<file path="config.mk">
export PLATFORM = sky130hd
export DESIGN_NAME = text_stream_writer
export DESIGN_NICKNAME = d
export VERILOG_FILES = /design/src/rtl/text_stream_writer.sv
export SDC_FILE = /design/constraint.sdc
export NUM_CORES = 1
export LEC_CHECK = 0
export ABC_AREA = 1
export CAP_MARGIN = 20
export CELL_PAD_IN_SITES_DETAIL_PLACEMENT = 0
export CELL_PAD_IN_SITES_GLOBAL_PLACEMENT = 1
export CORE_ASPECT_RATIO = 1.75
export CORE_MARGIN = 10
export CORE_UTILIZATION = 25
export CTS_CLUSTER_DIAMETER = 200
export CTS_CLUSTER_SIZE = 25
export DETAILED_ROUTE_END_ITERATION = 8
export PLACE_DENSITY_LB_ADDON = 0.2
export SLEW_MARGIN = 5
export SYNTH_ARGS = -nofsm -noshare
export SYNTH_HDL_FRONTEND = slang
export SYNTH_SLANG_ARGS = --single-unit
</file>
<file path="constraint.sdc">
create_clock -name clk_i -period 2.2 [get_ports clk_i]
set_input_delay 0.44 -clock clk_i [delete_from_list [all_inputs] [get_ports clk_i]]
set_output_delay 0.44 -clock clk_i [all_outputs]
set_load 0.05 [all_outputs]
</file>
<file path="src/rtl/text_stream_writer.sv">
// Purpose: terminal-style character stream to 80x40 text cell writes, tracking the cursor.
// Latency: control chars update the cursor 1 cycle after accept; a printable write issues 1 cycle after accept.
// Backpressure: o_ready is low while a write or clear is outstanding; each write is held until i_ack.
module text_stream_writer #(
    parameter int COLS = 80,
    parameter int ROWS = 40,
    parameter int AW   = 12
) (
    input  logic          clk_i,
    input  logic          rstn_i,
    input  logic          i_valid,
    input  logic [7:0]    i_char,
    output logic          o_ready,
    output logic          o_wr,
    output logic [AW-1:0] o_addr,
    output logic [7:0]    o_data,
    input  logic          i_ack,
    output logic [6:0]    o_col,
    output logic [5:0]    o_row,
    output logic          o_clearing
);

    typedef enum logic [1:0] {IDLE, WRITE, CLEAR} state_t;

    localparam logic [AW-1:0] LAST_ADDR = AW'(COLS * ROWS - 1);
    localparam logic [6:0]    COL_MAX   = 7'(COLS - 1);
    localparam logic [5:0]    ROW_MAX   = 6'(ROWS - 1);

    state_t        state, state_nx;
    logic          run;
    logic          wr_nx, clr_nx;
    logic [AW-1:0] addr_nx, cell_addr;
    logic [7:0]    data_nx;
    logic [6:0]    col_nx;
    logic [5:0]    row_nx, row_inc;
    logic          accept, printable;

    // Ready only after the first edge following reset release, and only when idle.
    assign o_ready   = run && (state == IDLE);
    assign accept    = i_valid && o_ready;
    assign printable = (i_char >= 8'h20) && (i_char != 8'h7F);
    assign cell_addr = AW'(o_row) * AW'(COLS) + AW'(o_col);
    assign row_inc   = (o_row == ROW_MAX) ? 6'd0 : o_row + 6'd1;

    // Next-state and next-output decode; every register holds by default.
    always_comb begin
        state_nx = state;
        wr_nx    = o_wr;
        clr_nx   = o_clearing;
        addr_nx  = o_addr;
        data_nx  = o_data;
        col_nx   = o_col;
        row_nx   = o_row;
        case (state)
            IDLE: begin
                if (accept) begin
                    if (printable) begin
                        addr_nx  = cell_addr;
                        data_nx  = i_char;
                        wr_nx    = 1'b1;
                        state_nx = WRITE;
                    end else if (i_char == 8'h0D) begin
                        col_nx = 7'd0;
                    end else if (i_char == 8'h0A) begin
                        row_nx = row_inc;
                    end else if (i_char == 8'h08) begin
                        if (o_col != 7'd0) col_nx = o_col - 7'd1;
                    end else if (i_char == 8'h0C) begin
                        addr_nx  = '0;
                        data_nx  = 8'h20;
                        wr_nx    = 1'b1;
                        clr_nx   = 1'b1;
                        state_nx = CLEAR;
                    end
                end
            end
            WRITE: begin
                if (i_ack) begin
                    wr_nx    = 1'b0;
                    state_nx = IDLE;
                    if (o_col == COL_MAX) begin
                        col_nx = 7'd0;
                        row_nx = row_inc;
                    end else begin
                        col_nx = o_col + 7'd1;
                    end
                end
            end
            CLEAR: begin
                if (i_ack) begin
                    if (o_addr == LAST_ADDR) begin
                        wr_nx    = 1'b0;
                        clr_nx   = 1'b0;
                        col_nx   = 7'd0;
                        row_nx   = 6'd0;
                        state_nx = IDLE;
                    end else begin
                        addr_nx = o_addr + AW'(1);
                    end
                end
            end
            default: state_nx = IDLE;
        endcase
    end

    // State and output registers; reset abandons any write or clear in flight.
    always_ff @(posedge clk_i or negedge rstn_i) begin
        if (!rstn_i) begin
            state      <= IDLE;
            run        <= 1'b0;
            o_wr       <= 1'b0;
            o_clearing <= 1'b0;
            o_addr     <= '0;
            o_data     <= 8'h00;
            o_col      <= 7'd0;
            o_row      <= 6'd0;
        end else begin
            state      <= state_nx;
            run        <= 1'b1;
            o_wr       <= wr_nx;
            o_clearing <= clr_nx;
            o_addr     <= addr_nx;
            o_data     <= data_nx;
            o_col      <= col_nx;
            o_row      <= row_nx;
        end
    end

endmodule
</file>
After elaboration in Yosys (flattened, before gate mapping)
Index checks and enable logic that the tools add are counted.
{ "word_totals": {"wordCells": 120, "reg_bits": 38, "in_bits": 12} }
{ "op_classes": {"n_addsub": 5, "mux": 58, "reduce_logical": 15, "multipliers": 1, "n_lt_le_gt_ge": 1, "n_eq_ne": 32} }
{ "op_table": {"columns": ["op", "count"], "rows": [
  ["$mux W12", 8],
  ["$mux W7", 10],
  ["$mux W6", 9],
  ["$mux W8", 5],
  ["$reduce_and A9 Y1", 4],
  ["$eq A8 B4 Y1 const B", 4],
  ["$ne A2 B2 Y1 const B", 13],
  ["$pmux W12 S2", 1],
  ["$pmux W7 S3", 1],
  ["$mux W2", 9],
  ["$pmux W6 S3", 1],
  ["$reduce_and A8 Y1", 2],
  ["$add A12 B1 Y12 const B", 1],
  ["$add A12 B7 Y12", 1],
  ["$eq A12 B12 Y1 const B", 1],
  ["$ne A3 B3 Y1 const B", 4],
  ["$mux W1", 11],
  ["$ge A8 B6 Y1 const B", 1],
  ["$mul A6 B3 Y8 const B", 1],
  ["$ne A8 B7 Y1 const B", 1],
  ["$add A7 B1 Y7 const B", 1],
  ["$eq A7 B7 Y1 const B", 1],
  ["$reduce_bool A7 Y1", 1],
  ["$sub A7 B1 Y7 const B", 1],
  ["other kinds (15)", 20]
]} }

Longest topological paths before layout
Gate-level depths: netlist of the first run.
{ "depth": {"ltp_word": 8, "mapped_depth": 15, "mapped_depth_nobuf": 15} }

Worst setup path before layout of the first run
No wires, ideal clock.
{ "synth_path": {"kind": "reg2reg", "startpoint": "register o_row[1]", "endpoint": "register o_addr[11]", "path_buffers": 0, "stages_incl_launch_ff": 13, "period_less_slack_ns": 2.479, "slack_ns": -0.279, "arrival_ns": 2.361, "path_cell_list": "dfrtp_1 ha_1 ha_1 inv_1 fa_1 nor2_1 nand3_1 nor2_1 nand3_1 nand3_1 nand2_1 nand2_1 nand2_1"} }
{ "synth_via": {"elab_chain_len": 5} }
{ "synth_lines": {"columns": ["element", "line_no", "rtl"], "rows": [
  ["start: declaration", "19", "output logic [5:0] o_row,"],
  ["start signal: assignment", "125", "o_row <= row_nx;"],
  ["$mul A6 B3 Y8", "42", "assign cell_addr = AW'(o_row) * AW'(COLS) + AW'(o_col);"],
  ["$add A12 B7 Y12", "42", null],
  ["$mux W12", "57", "if (printable) begin"],
  ["$mux W12", "56", "if (accept) begin"],
  ["$pmux W12 S2", "54", "case (state)"],
  ["end signal: assignment", "122", "o_addr <= addr_nx;"],
  ["end: declaration", "15", "output logic [AW-1:0] o_addr,"]
]} }
Every way passes these cells. The select of a mux whose other input is x is not followed.
A chain may end at the register's enable or synchronous reset.

Final worst setup path of the first run
{ "layout_path": {"startpoint": "register o_row[3]", "endpoint": "register o_addr[10]"} }
The elaborated chain is that of the path after synthesis.

==> results of run 1 <==
## flip-flops by register name, summed over array words and instances (netlist names)
register / cells
o_col: 7
o_clearing: 1
o_data: 8
o_row: 6
o_addr: 12
run: 1
state: 2
o_wr: 1
## worst paths after layout
kind,slack [ns],cells after the start,end,startpoint
worst min-delay path,0.08,1,o_data[5]$_DFFE_PN0P_,rstn_i
min in group clk_i,0.48,2,o_clearing$_DFFE_PN0P_,o_clearing$_DFFE_PN0P_
max in group asynchronous,1.59,2,o_col[6]$_DFFE_PN0P_,rstn_i
worst max-delay path,0.12,12,o_addr[10]$_DFFE_PN0P_,o_row[3]$_DFFE_PN0P_
worst min register to register,0.48,2,o_clearing$_DFFE_PN0P_,o_clearing$_DFFE_PN0P_
worst max register to register,0.12,12,o_addr[10]$_DFFE_PN0P_,o_row[3]$_DFFE_PN0P_
## cell families after synthesis
logic type | after synthesis | synth area share, %
xor gates and xnor gates | 13 | 3.776
and+or+nand+nor | 252 | 36.51
other | 1 | 0.1244
AOI/OAI and AO/OA | 49 | 9.337
buffers and inverters | 65 | 9.087
DFF | 38 | 31.54
adders and majority gates | 22 | 9.627
## synthesized netlist by cell type
master,count,area share (%)
sky130_fd_sc_hd__nand3b_1,1,0.25
sky130_fd_sc_hd__nor2_2,4,0.83
sky130_fd_sc_hd__inv_2,1,0.12
sky130_fd_sc_hd__o21a_1,1,0.25
sky130_fd_sc_hd__clkbuf_1,1,0.12
sky130_fd_sc_hd__and3_1,1,0.21
sky130_fd_sc_hd__o21ai_0,32,5.3
sky130_fd_sc_hd__nor2_1,37,4.6
sky130_fd_sc_hd__nand3_4,1,0.58
sky130_fd_sc_hd__a21boi_0,1,0.25
sky130_fd_sc_hd__fa_1,2,1.3
sky130_fd_sc_hd__xnor2_1,3,0.87
sky130_fd_sc_hd__nand2_4,1,0.37
sky130_fd_sc_hd__o22a_1,1,0.29
sky130_fd_sc_hd__nand2_1,145,18
sky130_fd_sc_hd__or2_1,1,0.21
sky130_fd_sc_hd__ha_1,20,8.3
sky130_fd_sc_hd__o21ai_2,3,0.87
sky130_fd_sc_hd__inv_1,58,7.2
sky130_fd_sc_hd__inv_4,1,0.21
sky130_fd_sc_hd__nand2_2,1,0.21
sky130_fd_sc_hd__xor2_1,10,2.9
sky130_fd_sc_hd__nor3_1,5,0.83
sky130_fd_sc_hd__a21oi_4,1,0.54
sky130_fd_sc_hd__buf_8,1,0.50
sky130_fd_sc_hd__nand3_1,43,7.1
sky130_fd_sc_hd__a21oi_1,8,1.3
sky130_fd_sc_hd__nand3_2,2,0.66
sky130_fd_sc_hd__clkbuf_2,1,0.17
sky130_fd_sc_hd__nand4_1,7,1.5
sky130_fd_sc_hd__o22ai_1,1,0.21
sky130_fd_sc_hd__conb_1,1,0.12
sky130_fd_sc_hd__a31o_2,1,0.29
sky130_fd_sc_hd__dfrtp_1,38,32
sky130_fd_sc_hd__buf_6,2,0.75
sky130_fd_sc_hd__nor2_4,3,1.1
## metrics by stage
| stage | TNS (ns) | utilization, % |
|---|---|---|
| 5_1_grt | -0.1340 | 33.67 |
| 6_report | 0 | 33.67 |
| 3_5_place_dp | -0.1993 | 32.02 |
| 2_1_floorplan | -0.001289 | - |
| 3_3_place_gp | -0.01347 | 32.02 |
| 4_1_cts | 0 | 33.41 |
## report_power, final
part	leakage [uW]	switching, uW	internal [uW]
sequential	0.000498	67.6	753
clock	0.0000836	302	531
combinational	0.00139	351	182
## worst register-to-register path, cell delays in order (launching register included)
cell and delay [ns]:
sky130_fd_sc_hd__dfrtp_2 0.42, sky130_fd_sc_hd__ha_4 0.25, sky130_fd_sc_hd__ha_4 0.16, sky130_fd_sc_hd__inv_2 0.05, sky130_fd_sc_hd__fa_2 0.44, sky130_fd_sc_hd__nor2_2 0.10
sky130_fd_sc_hd__nand3_2 0.10, sky130_fd_sc_hd__o21ai_0 0.17, sky130_fd_sc_hd__nand2_1 0.07, sky130_fd_sc_hd__nand2_1 0.08, sky130_fd_sc_hd__nand2_1 0.05, sky130_fd_sc_hd__nand2_1 0.05
sky130_fd_sc_hd__nand2_1 0.04
## layer usage
metal / part of all wire [%] / track usage (%) / vias up
met2: 59 / 25.07 / 44
met4: 1.8 / 4.511 / 0
met5: 0 / 0 / -
met1: 36 / 11.14 / 1365
li1: - / - / 1549
met3: 3.3 / 2.541 / 10
## area by class of cell
type                            instances  area (um2)
Fill cell                            1324        7918
Multi-Input combinational cell        337        1847
Sequential cell                        38       957.2
Timing Repair Buffer                   71       650.6
Inverter                               60       227.7
Tap cell                              137       171.4
Clock buffer                            5       125.1
Clock inverter                          3       40.04
==> impl_metrics.ini, run 1 <==
[clocking]
tritoncts_buffer_count = 5
htree_num_levels = 2
cts_tree = done
clock_path_buffers = 2
cts-hold-fix-buffers = 0
cts-root-buf = sky130_fd_sc_hd__clkbuf_16
cts.sinks = 38
post_cts_resize_count = 0
worstSkewPairLatency_ns = 0.29
total_setup_buffers_inserted_after_cts = 0
clk_pin_slew_ns = 0.06

[timing]
min_period_over_period_pct = 94.60
grt_setup_unrepaired = yes
fmax_mhz = 480.5
holdWs_ns = 0.07564
timing_hold_violations_final = 0
fin_crit_ns = 2.081
worst_slew_pin_slew_ns = 0.5417
finalMaxSlewViolations = 0
timing.final.setup_violations = 0
timing.slew.headroom_pct = 63.77
finalClockSkew_ns = 0.009040
setup_slack_ns = 0.1188

[synthesis]
syn_avg_cell_area_um2 = 6.853
syn-instance-count = 440
synth.ff_latch_count = 38
yosys_warnings = 0
number_of_distinct_library_cells_after_synthesis = 36
syn_nets = 474
seq_area_frac_synth_pct = 31.54
synthesized_area_um2 = 3015

[global_routing]
number_of_antenna_violations_at_the_first_check_in_global_routing = 0
gr-usage-all-layers_pct = 12.29
first_global_vias = 3262
first_pass_grt_wire_length_mm = 16.22
maximum_number_of_pins_on_one_net_before_global_route_repair = 19
grt_overflow = 0

[detailed_routing]
drt-total-wl_mm = 9.841
post-route-drc-count = 0
detail_route.iter0.violations = 85
drt_pre_antenna_iters = 4
detail_route.vias_per_cell = 4.559
ant_nets = 0
wl_per_cell_um = 15.12
via_count = 2968

[worst_setup_path]
worstPathCellList = ha_4, ha_4, inv_2, fa_2, nor2_2, nand3_2, o21ai_0, nand2_1, nand2_1, nand2_1, nand2_1, nand2_1
critPathBufInv = 1
crit_path_max_fanout = 3
timing.setup.critical_path_class = reg -> reg
crit_slowest_cell = sky130_fd_sc_hd__fa_2
critPathMaxStageDelay_ns = 0.44
crit_family = adder cells
cp-start-kind = register
data_required_time_at_the_worst_endpoint_ns = 2.38
timing.critical_path.to_type = register
critPathArrivalTime_ns = 2.26
critPathMostFrequentCell = sky130_fd_sc_hd__nand2_1

[die]
die-area_um2 = 17030
core_area_um2 = 11940
floorplan.die.height_um = 165.3
chip_width_um = 103.0
pin_count = 48
rows = 53
floorplan.initialDensity_pct = 25.26

[place]
buffer_ports.inserted = 47
place_inst = 643
dpl_worst_slack_ns = -0.04461
postPlaceCellArea_um2 = 3822
finalWeightedCongestion = 0.8298
dp_hpwl_mm = 8.169

[final_layout]
drive_above_1_share_pct = 13.81
layout_common_cells = sky130_fd_sc_hd__nand2_1, sky130_fd_sc_hd__inv_1, sky130_fd_sc_hd__clkdlybuf4s50_1, sky130_fd_sc_hd__nand3_1, sky130_fd_sc_hd__nor2_1
finish.cell_count_without_fillers = 651
area_growth_syn_to_layout_pct = 33.28
final_design_area_no_fill_um2 = 4019
num-nets-final = 547
layout_commonest_cell = sky130_fd_sc_hd__nand2_1
antenna-diode-count = 0

[power_and_ir_drop]
total_leakage_power_uw = 0.001971
design_power_total_uw = 2188
power.density_cell_area_nw_per_um2 = 544.4
vdd.ir_drop.worst_uv = 263.2

[min_path]
timing.hold.worst.class = in -> async

[outcome]
outcome = completed

[job]
drv.max_cap_violation_count = 0
(Power assumes the default switching activity.)
==> run 2, diff against run 1 <==
--- a/config.mk
+++ b/config.mk
@@ -15,6 +15,8 @@
 export CTS_CLUSTER_DIAMETER = 200
 export CTS_CLUSTER_SIZE = 25
 export DETAILED_ROUTE_END_ITERATION = 8
+export GPL_ROUTABILITY_DRIVEN = 1
+export MAX_ROUTING_LAYER = met4
 export PLACE_DENSITY_LB_ADDON = 0.2
 export SLEW_MARGIN = 5
 export SYNTH_ARGS = -nofsm -noshare
==> impl_metrics.ini, run 2 (same netlist as run 1, synthesis figures left out) <==
[detailed_routing]
ant_nets = 0
drt-total-wl_mm = 9.843
detail_route.iter0.violations = 81
via_count = 2968
detail_route.vias_per_cell = 4.559
post-route-drc-count = 0
wl_per_cell_um = 15.12
drt_pre_antenna_iters = 4

[timing]
timing.final.setup_violations = 0
min_period_over_period_pct = 94.62
grt_setup_unrepaired = yes
worst_slew_pin_slew_ns = 0.5411
setup_slack_ns = 0.1185
finalClockSkew_ns = 0.008742
finalMaxSlewViolations = 0
fin_crit_ns = 2.082
timing_hold_violations_final = 0
timing.slew.headroom_pct = 63.81
setup_tns_ns = 0
fmax_mhz = 480.4

[final_layout]
num-nets-final = 547
drive_above_1_share_pct = 13.81
largest_register_ff_count = 12
count_of_filler_cells_inserted_in_the_layout = 1324
final_design_area_no_fill_um2 = 4019
area_growth_syn_to_layout_pct = 33.28
largest_registers = o_addr (12), o_data (8), o_col (7)
multi_input_comb_area_um2 = 1847
layout_common_cells = sky130_fd_sc_hd__nand2_1, sky130_fd_sc_hd__inv_1, sky130_fd_sc_hd__clkdlybuf4s50_1, sky130_fd_sc_hd__nand3_1, sky130_fd_sc_hd__nor2_1
layout_commonest_cell = sky130_fd_sc_hd__nand2_1
register_area_um2 = 957.2
top_register = o_addr
antenna-diode-count = 0

[place]
dp_hpwl_mm = 8.169
buffer_ports.inserted = 47
dpl_worst_slack_ns = -0.04461
finalWeightedCongestion = 0.8424
postPlaceCellArea_um2 = 3822

[clocking]
cts_tree = done
clk_pin_slew_ns = 0.06
tritoncts_buffer_count = 5
cts.sinks = 38
worstSkewPairLatency_ns = 0.29
cts-root-buf = sky130_fd_sc_hd__clkbuf_16
htree_num_levels = 2
clock_path_buffers = 2

[worst_setup_path]
critPathBufInv = 1
crit_family = adder cells
critPathArrivalTime_ns = 2.26
r2r-start = o_row[3]$_DFFE_PN0P_
critPathMaxStageDelay_ns = 0.44
reg2reg_setup_slack_ns = 0.12
rr_endpoint = o_addr[10]$_DFFE_PN0P_
worstPathCellList = ha_4, ha_4, inv_2, fa_2, nor2_2, nand3_2, o21ai_0, nand2_1, nand2_1, nand2_1, nand2_1, nand2_1
timing.critical_path.to_type = register
timing.setup.critical_path_class = reg -> reg
data_required_time_at_the_worst_endpoint_ns = 2.38
logic_depth_of_the_worst_register_to_register_path = 12
crit_path_max_fanout = 3
cp-start-kind = register
crit_slowest_cell = sky130_fd_sc_hd__fa_2
critPathMostFrequentCell = sky130_fd_sc_hd__nand2_1

[global_routing]
first_pass_grt_wire_length_mm = 16.22
grt_overflow = 0
first_global_vias = 3268
gr-usage-all-layers_pct = 12.60
number_of_antenna_violations_at_the_first_check_in_global_routing = 0
maximum_number_of_pins_on_one_net_before_global_route_repair = 19

[die]
core_area_um2 = 11940
rows = 53
pin_count = 48
floorplan.initialDensity_pct = 25.26
floorplan.die.height_um = 165.3
die-area_um2 = 17030
chip_width_um = 103.0

[outcome]
outcome = completed

[power_and_ir_drop]
power.density_cell_area_nw_per_um2 = 543.9
total_leakage_power_uw = 0.001971
design_power_total_uw = 2186
vdd.ir_drop.worst_uv = 262.7

[min_path]
timing.hold.worst.class = in -> async

[job]
drv.max_cap_violation_count = 0
[run 2: cell counts in the layout (fill, tap and decap cells not counted)]
No cell type changed its count.
[run 2: final cells by class]
cell class	count	area share (%)
flip-flops and latches	38	23.82
repair buffers	71	16.19
well taps	137	4.265
clock buffers	5	3.113
clock inverters	3	0.9963
inverters	60	5.666
multi-input cells	337	45.95
[run 2: worst max path at each step]
stage,start,to,slack [ns],depth (start not counted)
floorplan,o_row[1]$_DFFE_PN0P_,o_addr[11]$_DFFE_PN0P_,-0.001,12
global placement,i_char[2],o_row[0]$_DFFE_PN0P_,-0.008,10
detailed placement,i_char[2],o_row[4]$_DFFE_PN0P_,-0.04,10
CTS,o_row[3]$_DFFE_PN0P_,o_addr[9]$_DFFE_PN0P_,0.01,11
global route,o_row[3]$_DFFE_PN0P_,o_addr[10]$_DFFE_PN0P_,-0.09,13
finish,o_row[3]$_DFFE_PN0P_,o_addr[10]$_DFFE_PN0P_,0.12,12
[run 2: per-layer routing]
metal | part of all wire (%) | vias to the layer above | track usage, %
li1 | - | 1552 | -
met1 | 36 | 1361 | 11.29
met2 | 59 | 45 | 25.09
met3 | 2.9 | 10 | 2.124
met4 | 1.8 | 0 | 4.511
met5 | 0 | - | -
[run 2: repair_timing]
| item | 4_1_cts | 5_1_grt |
|---|---|---|
| buffers inserted | 0 | 0 |
| hold buffers | 0 | 0 |
| resized for setup | 0 | 8 |
| setup endpoints to repair | 0 | 3 |
[run 2: report_power, final]
group | switching [uW] | internal (uW)
registers | 67.6 | 753
logic | 351 | 182
clock network | 300 | 531
total | 719 | 1470
[run 2: through the flow]
stage / cells / utilization [%] / hold WS (ns)
5_1_grt: 651 / 33.67 / 0.1128
3_5_place_dp: 643 / 32.02 / 0.4073
2_1_floorplan: 440 / - / 0.1444
3_3_place_gp: 643 / 32.02 / 0.4082
6_report: 651 / 33.67 / 0.08100
4_1_cts: 651 / 33.41 / 0.09585
